<file path="config.mk">
export PLATFORM = sky130hd
export DESIGN_NAME = pip_reg_chain
export DESIGN_NICKNAME = d
export VERILOG_FILES = /design/src/rtl/pip_reg_chain.sv
export SDC_FILE = /design/constraint.sdc
export NUM_CORES = 1
export LEC_CHECK = 0
export ABC_AREA = 0
export CAP_MARGIN = 20
export CORE_MARGIN = 8
export CORE_UTILIZATION = 49
export CTS_CLUSTER_DIAMETER = 80
export DETAILED_ROUTE_END_ITERATION = 8
export GPL_TIMING_DRIVEN = 0
export PLACE_DENSITY_LB_ADDON = 0.05
export SYNTH_ARGS = -nofsm -noshare
export SYNTH_HDL_FRONTEND = slang
export SYNTH_SLANG_ARGS = --single-unit
</file>
<file path="constraint.sdc">
create_clock -name clk -period 6.1 [get_ports clk]
set_input_delay 1.83 -clock clk [delete_from_list [all_inputs] [get_ports clk]]
set_output_delay 1.83 -clock clk [all_outputs]
set_load 0.005 [all_outputs]
</file>
<file path="src/rtl/pip_reg_chain.sv">
`default_nettype none
// ============================================================================
// Module   : pip_reg_chain
// Brief    : Valid/ready register pipeline with per-stage stall and flush,
//            bubble collapse, occupancy and a saturating kill counter.
// Revision : 1.0
// ============================================================================
module pip_reg_chain #(
    parameter int WIDTH        = 32,
    parameter int STAGES       = 4,
    parameter int ZERO_INVALID = 1
) (
    input  logic                        clk,
    input  logic                        rst_n,
    input  logic [WIDTH-1:0]            in_data,
    input  logic                        in_valid,
    output logic                        in_ready,
    input  logic [STAGES-1:0]           stall,
    input  logic [STAGES-1:0]           flush,
    input  logic                        out_ready,
    output logic [STAGES*WIDTH-1:0]     stage_data,
    output logic [STAGES-1:0]           stage_valid,
    output logic [$clog2(STAGES+1)-1:0] occupancy,
    output logic [15:0]                 kill_count
);

    localparam int OCC_W = $clog2(STAGES + 1);

    logic [STAGES-1:0][WIDTH-1:0] r_data;
    logic [STAGES-1:0][WIDTH-1:0] w_next_data;
    logic [STAGES-1:0]            r_valid;
    logic [STAGES-1:0]            w_next_valid;
    logic [STAGES-1:0]            w_hold;
    logic [15:0]                  r_kill_count;
    logic [15:0]                  w_next_kill;
    logic [4:0]                   w_kill_num;
    logic [16:0]                  w_kill_sum;
    logic [OCC_W-1:0]             w_occ;

    // Hold ripples upstream from the consumer; flush deliberately plays no part.
    always_comb begin : p_hold
        logic w_h;
        w_hold         = '0;
        w_h            = stall[STAGES-1] | (r_valid[STAGES-1] & ~out_ready);
        w_hold[STAGES-1] = w_h;
        for (int i = STAGES - 2; i >= 0; i--) begin
            w_h       = stall[i] | (r_valid[i] & w_h);
            w_hold[i] = w_h;
        end
    end

    for (genvar gi = 0; gi < STAGES; gi++) begin : g_stage
        logic             w_load_valid;
        logic [WIDTH-1:0] w_load_data;
        logic             w_nv;
        logic [WIDTH-1:0] w_nd;

        if (gi == 0) begin : g_head
            assign w_load_valid = in_valid;
            assign w_load_data  = in_data;
        end else begin : g_body
            assign w_load_valid = r_valid[gi-1] & ~w_hold[gi-1] & ~flush[gi-1];
            assign w_load_data  = r_data[gi-1];
        end

        always_comb begin
            w_nv = r_valid[gi];
            w_nd = r_data[gi];
            if (flush[gi]) begin
                w_nv = 1'b0;
            end else if (!w_hold[gi]) begin
                w_nv = w_load_valid;
                w_nd = w_load_data;
            end
            if ((ZERO_INVALID != 0) && !w_nv) begin
                w_nd = '0;
            end
        end

        assign w_next_valid[gi] = w_nv;
        assign w_next_data[gi]  = w_nd;
    end

    always_comb begin
        w_kill_num = '0;
        w_occ      = '0;
        for (int i = 0; i < STAGES; i++) begin
            w_kill_num = w_kill_num + 5'(flush[i] & r_valid[i]);
            w_occ      = w_occ + OCC_W'(r_valid[i]);
        end
        w_kill_sum  = {1'b0, r_kill_count} + {12'd0, w_kill_num};
        w_next_kill = w_kill_sum[16] ? 16'hFFFF : w_kill_sum[15:0];
    end

    always_ff @(posedge clk or negedge rst_n) begin
        if (!rst_n) begin
            r_valid      <= '0;
            r_data       <= '0;
            r_kill_count <= '0;
        end else begin
            r_valid      <= w_next_valid;
            r_data       <= w_next_data;
            r_kill_count <= w_next_kill;
        end
    end

    assign in_ready    = ~w_hold[0];
    assign stage_valid = r_valid;
    assign stage_data  = r_data;
    assign occupancy   = w_occ;
    assign kill_count  = r_kill_count;

endmodule
`default_nettype wire

</file>
Word-level counts from Yosys, hierarchy flattened
Index checks and enable logic that the tools add are counted.
- register bits: 148
- word-level logic and storage cells: 71
- input port bits: 44
- output and inout port bits: 152
- reductions and logical operators: 4
- add/sub/neg operators: 7
- mux-type cells: 21
- bitwise operators: 25
- equality and inequality tests: 8
- operator list (operator ; count):
    $mux W32 ; 12
    $add A16 B4 Y17 ; 1
    $mux W16 ; 1
    $ne A2 B2 Y1 const B ; 8
    $and A1 B1 Y1 ; 14
    $mux W1 ; 8
    $reduce_and A2 Y1 ; 4
    $not A1 Y1 ; 7
    $add A2 B1 Y3 ; 2
    $add A1 B1 Y2 ; 2
    $add A3 B1 Y4 ; 1
    $or A1 B1 Y1 ; 4
    $add A3 B1 Y3 ; 1

Logic depth before layout (Yosys ltp)
Gate-level depths: netlist (run 1).
- depth in word-level cells: 16
- gate-level depth with buffers: 10
- gate-level depth less buffers: 8

Worst setup path after synthesis (run 1)
Ideal clock, no wire load.
- kind: input port to output port
- start: input out_ready
- end: output in_ready
- data required time: 4.270 ns
- path slack: 1.685 ns
- stages: 5
- buffers on the path: 2
- data arrival time: 2.585 ns
- path through: nor2b_4 > or2_1 > buf_6 > clkbuf_1 > a31oi_1
- longest elaborated chain between the ends: 10
- RTL lines (what ; line ; RTL):
    start: declaration ; 20 ; input logic out_ready,
    $not A1 Y1 ; 44 ; w_h = stall[STAGES-1] | (r_valid[STAGES-1] & ~out_ready);
    $and A1 B1 Y1 ; 44 ;
    $or A1 B1 Y1 ; 44 ;
    $and A1 B1 Y1 ; 47 ; w_h = stall[i] | (r_valid[i] & w_h);
    $or A1 B1 Y1 ; 47 ;
    $and A1 B1 Y1 ; 47 ;
    $or A1 B1 Y1 ; 47 ;
    $and A1 B1 Y1 ; 47 ;
    $or A1 B1 Y1 ; 47 ;
    $not A1 Y1 ; 107 ; assign in_ready = ~w_hold[0];
    end: declaration ; 17 ; output logic in_ready,
No other way between the ends.

Final worst setup path (run 1)
Same ends and word-level chain as after synthesis.

==> flow_summary.ini, run 1 <==
[floorplanning]
die-area_sq_um = 15700
core_region_area_sq_um = 11900
die_width_microns = 125
start_util_pct = 49.4
rows = 40
die_y_microns = 125
io_pins = 196

[sta]
setup_viol = 0
rsz0062_at_grt = no
tightestPinTransition_ns = 0.769
hold_viol = 0
max_slew_margin_pct = 48.5
drv_slew = 0
max_freq_mhz = 176
skew_ns = 0.00490
post-route-period-util_pct = 93.0
period_minus_slack_ns = 5.67

[logic_synthesis]
ys_ff_latch = 148
synth-edff-count = 0
syn_area_sq_um = 5860
ys_warn_count = 0
syn_nets = 529
synthCells = 478
ys_async_sr_fraction_pct = 100
ys_seq_area_share_pct = 63.2
synth_most_common_cell = dfrtp_1
yosysTopAreaCellShare_pct = 63.2
synth_flop_cell = dfrtp_1
avgSynthCellArea_sq_um = 12.3
synth.area.top_cells = dfrtp_1, a22o_1, nand2_1
yosys.area.top_type = dfrtp_1
synthDistinctLibCells = 41
synth_common_cells = dfrtp_1, a22o_1, nand2_1, a21oi_1, clkbuf_1

[global_route]
grt_max_degree = 95
gr-usage-met3_pct = 7.56
grt_busiest_layer = met2
antenna_found_initial = 0
grt_pass1_vias = 4859
grt_util_all_layers_pct = 20.9
grtUsageMet1_pct = 23.3
gr-total-overflow = 0
grt_pass1_wl_microns = 25700
grt_use_met2_pct = 36.1

[drt]
num_vias = 4597
avgRoutedWirePerCell_microns = 19.0
route.detailed.drc = 0
vias_per_cell = 5.40
drt_iter0_markers = 258
wl_microns = 16200
ant_nets = 0
drtPass1Iterations = 4

[placed_design]
globalplace.congestion = 0.817
dpl-instance-area_sq_um = 8030
dp_hpwl_microns = 12300
portBuffers = 195

[finish]
n_fill_cell = 867
drive_gt1_share_pct = 7.81
num_antenna_cells = 0
design_area_sq_um = 8560
utilization_pct = 72.2
nNetsFinal = 744
area_delta_synth_final_pct = 46.1

[cts]
clock-root-buffer = clkbuf_16
ctsResizeCount = 0
cts.sinks = 148
clk_pin_slew_worst_paths_ns = 0.05
post_cts.repair.setup_buffers = 0
postCtsHoldBufs = 0
worst_skew_pair.late_latency_ns = 0.41
cts-buffers-inserted = 17
cts_buffer_depth = 2
htreeDepth = 4
cts_tree = built

[worst_setup_path]
cp_slowest_stage_delay_ns = 0.55
path_class = primary input to output port
critPathArrivalTime_ns = 3.84
r2r_slack_ns = 2.93
worstPathCellList = clkdlybuf4s50_1 > nor2b_4 > or2_1 > buf_6 > clkbuf_1 > a31oi_1 > clkdlybuf4s50_1
critPathLaunchType = primary input
path_max_fanout = 10
crit_path_top_delay_cell = clkdlybuf4s50_1
cp.required_ns = 4.27
end_kind = output port
crit_family = buffers and inverters
crit_top_cell = clkdlybuf4s50_1
critPathBufInv = 4

[power_and_ir_drop]
switchingPower_uw = 478
power_density_nw_per_um2 = 254
leakagePower_uw = 0.00383
p_sw_share_pct = 21.9
seqPwrFrac_pct = 47.6
p_int_uw = 1700
clock_power_share_pct = 43.4
peakVddDrop_mv = 0.170
pwr-share-comb_pct = 9.0

[outcome]
status = finished clean

[flow_run]
maxCapViolCount = 0

[worst_hold_path]
min_path_type = register to register
-- layer usage --
metal	share of wire, %	wire (microns)
met5	0	0
met4	2.1	340
met2	51	8210
met1	40	6450
met3	7.5	1210
-- power by group through the flow --
stage,registers [uW],clock network (uW),logic [uW]
6_report,1040,946,196
5_1_grt,1040,995,214
4_1_cts,1040,962,200
3_5_place_dp,1050,0,196
3_3_place_gp,1050,0,191
2_1_floorplan,1050,0,67.7
-- per-stage QoR --
step / setup slack, ns / hold slack, ns / instances / power (uW) / TNS (ns)
2_1_floorplan: 1.69 / 0.496 / 478 / 1120 / 0
3_3_place_gp: -2.43 / 0.505 / 820 / 1240 / -357.31
3_5_place_dp: 0.456 / 0.505 / 821 / 1250 / 0
4_1_cts: 0.447 / 0.517 / 851 / 2200 / 0
5_1_grt: 0.353 / 0.536 / 851 / 2250 / 0
6_report: 0.430 / 0.513 / 851 / 2180 / 0
-- cell type report --
type	count	area, sq um	area share [%]
well taps	147	184	2.15
repair buffers	196	1980	23.1
clock inverters	4	48.8	0.570
flip-flops and latches	148	3700	43.2
inverters	12	45.0	0.526
plain buffers	34	188	2.19
clock buffers	26	489	5.71
multi-input cells	284	1930	22.5
-- state kept, by name (all words and copies together), names as in the netlist --
| signal | count |
|---|---|
| stage_valid | 4 |
| kill_count | 16 |
| g_stage.w_load_data | 96 |
| stage_data | 32 |
-- path summary, 6_finish.rpt --
kind | start | to | depth (start not counted)
worst max-delay path | out_ready | in_ready | 7
max in group asynchronous | rst_n | stage_data[105] | 2
worst max register to register | stage_valid[2] | kill_count[13] | 10
min in group asynchronous | rst_n | g_stage[3].w_load_data[28] | 1
worst min register to register | g_stage[1].w_load_data[4] | g_stage[2].w_load_data[4] | 1
worst min-delay path | g_stage[1].w_load_data[4] | g_stage[2].w_load_data[4] | 1
-- cell families (layout without fill, tap and decap cells) --
| group | Yosys count | in the layout | synth area share, % |
|---|---|---|---|
| flops | 148 | 148 | 63.2 |
| fa+ha+maj | 7 | 7 | 2.01 |
| simple gates | 117 | 117 | 9.35 |
| mux | 1 | 1 | 0.192 |
| compound gates | 150 | 150 | 20.0 |
| buf+inv | 46 | 272 | 3.97 |
| xor+xnor | 9 | 9 | 1.34 |
-- placed cells by master, fill, tap and decap left out, types with 2 or more instances in the layout --
master / count
a21oi_1: 38
a22o_1: 96
a31oi_1: 5
and2_1: 5
and3_1: 3
and4_1: 3
and4b_1: 2
buf_2: 11
buf_4: 4
buf_6: 5
clkbuf_1: 20
clkbuf_16: 17
clkbuf_8: 3
clkdlybuf4s50_1: 194
clkinv_2: 2
dfrtp_1: 148
fa_1: 4
ha_1: 3
inv_1: 11
nand2_1: 78
nand2b_1: 6
nand3_1: 4
nand3b_1: 2
nand4_1: 4
nor2_1: 3
o21ai_1: 2
or2_2: 3
xnor2_1: 2
xor2_1: 7
Note: power is estimated with default switching activity, not from simulation.
==> run 2, diff against run 1 <==
--- a/config.mk
+++ b/config.mk
@@ -11,8 +11,10 @@
 export CORE_UTILIZATION = 49
 export CTS_CLUSTER_DIAMETER = 80
 export DETAILED_ROUTE_END_ITERATION = 8
+export GPL_ROUTABILITY_DRIVEN = 0
 export GPL_TIMING_DRIVEN = 0
 export PLACE_DENSITY_LB_ADDON = 0.05
+export SKIP_CTS_REPAIR_TIMING = 1
 export SYNTH_ARGS = -nofsm -noshare
 export SYNTH_HDL_FRONTEND = slang
 export SYNTH_SLANG_ARGS = --single-unit
==> results of run 2 <==
Same layout as run 1: the final DEF is identical, and so are final timing and power.
==> run 3, diff against run 2 <==
--- a/config.mk
+++ b/config.mk
@@ -13,6 +13,7 @@
 export DETAILED_ROUTE_END_ITERATION = 8
 export GPL_ROUTABILITY_DRIVEN = 0
 export GPL_TIMING_DRIVEN = 0
+export HOLD_SLACK_MARGIN = 0.15
 export PLACE_DENSITY_LB_ADDON = 0.05
 export SKIP_CTS_REPAIR_TIMING = 1
 export SYNTH_ARGS = -nofsm -noshare
==> results of run 3 <==
Same layout as run 1: the final DEF is identical, and so are final timing and power.
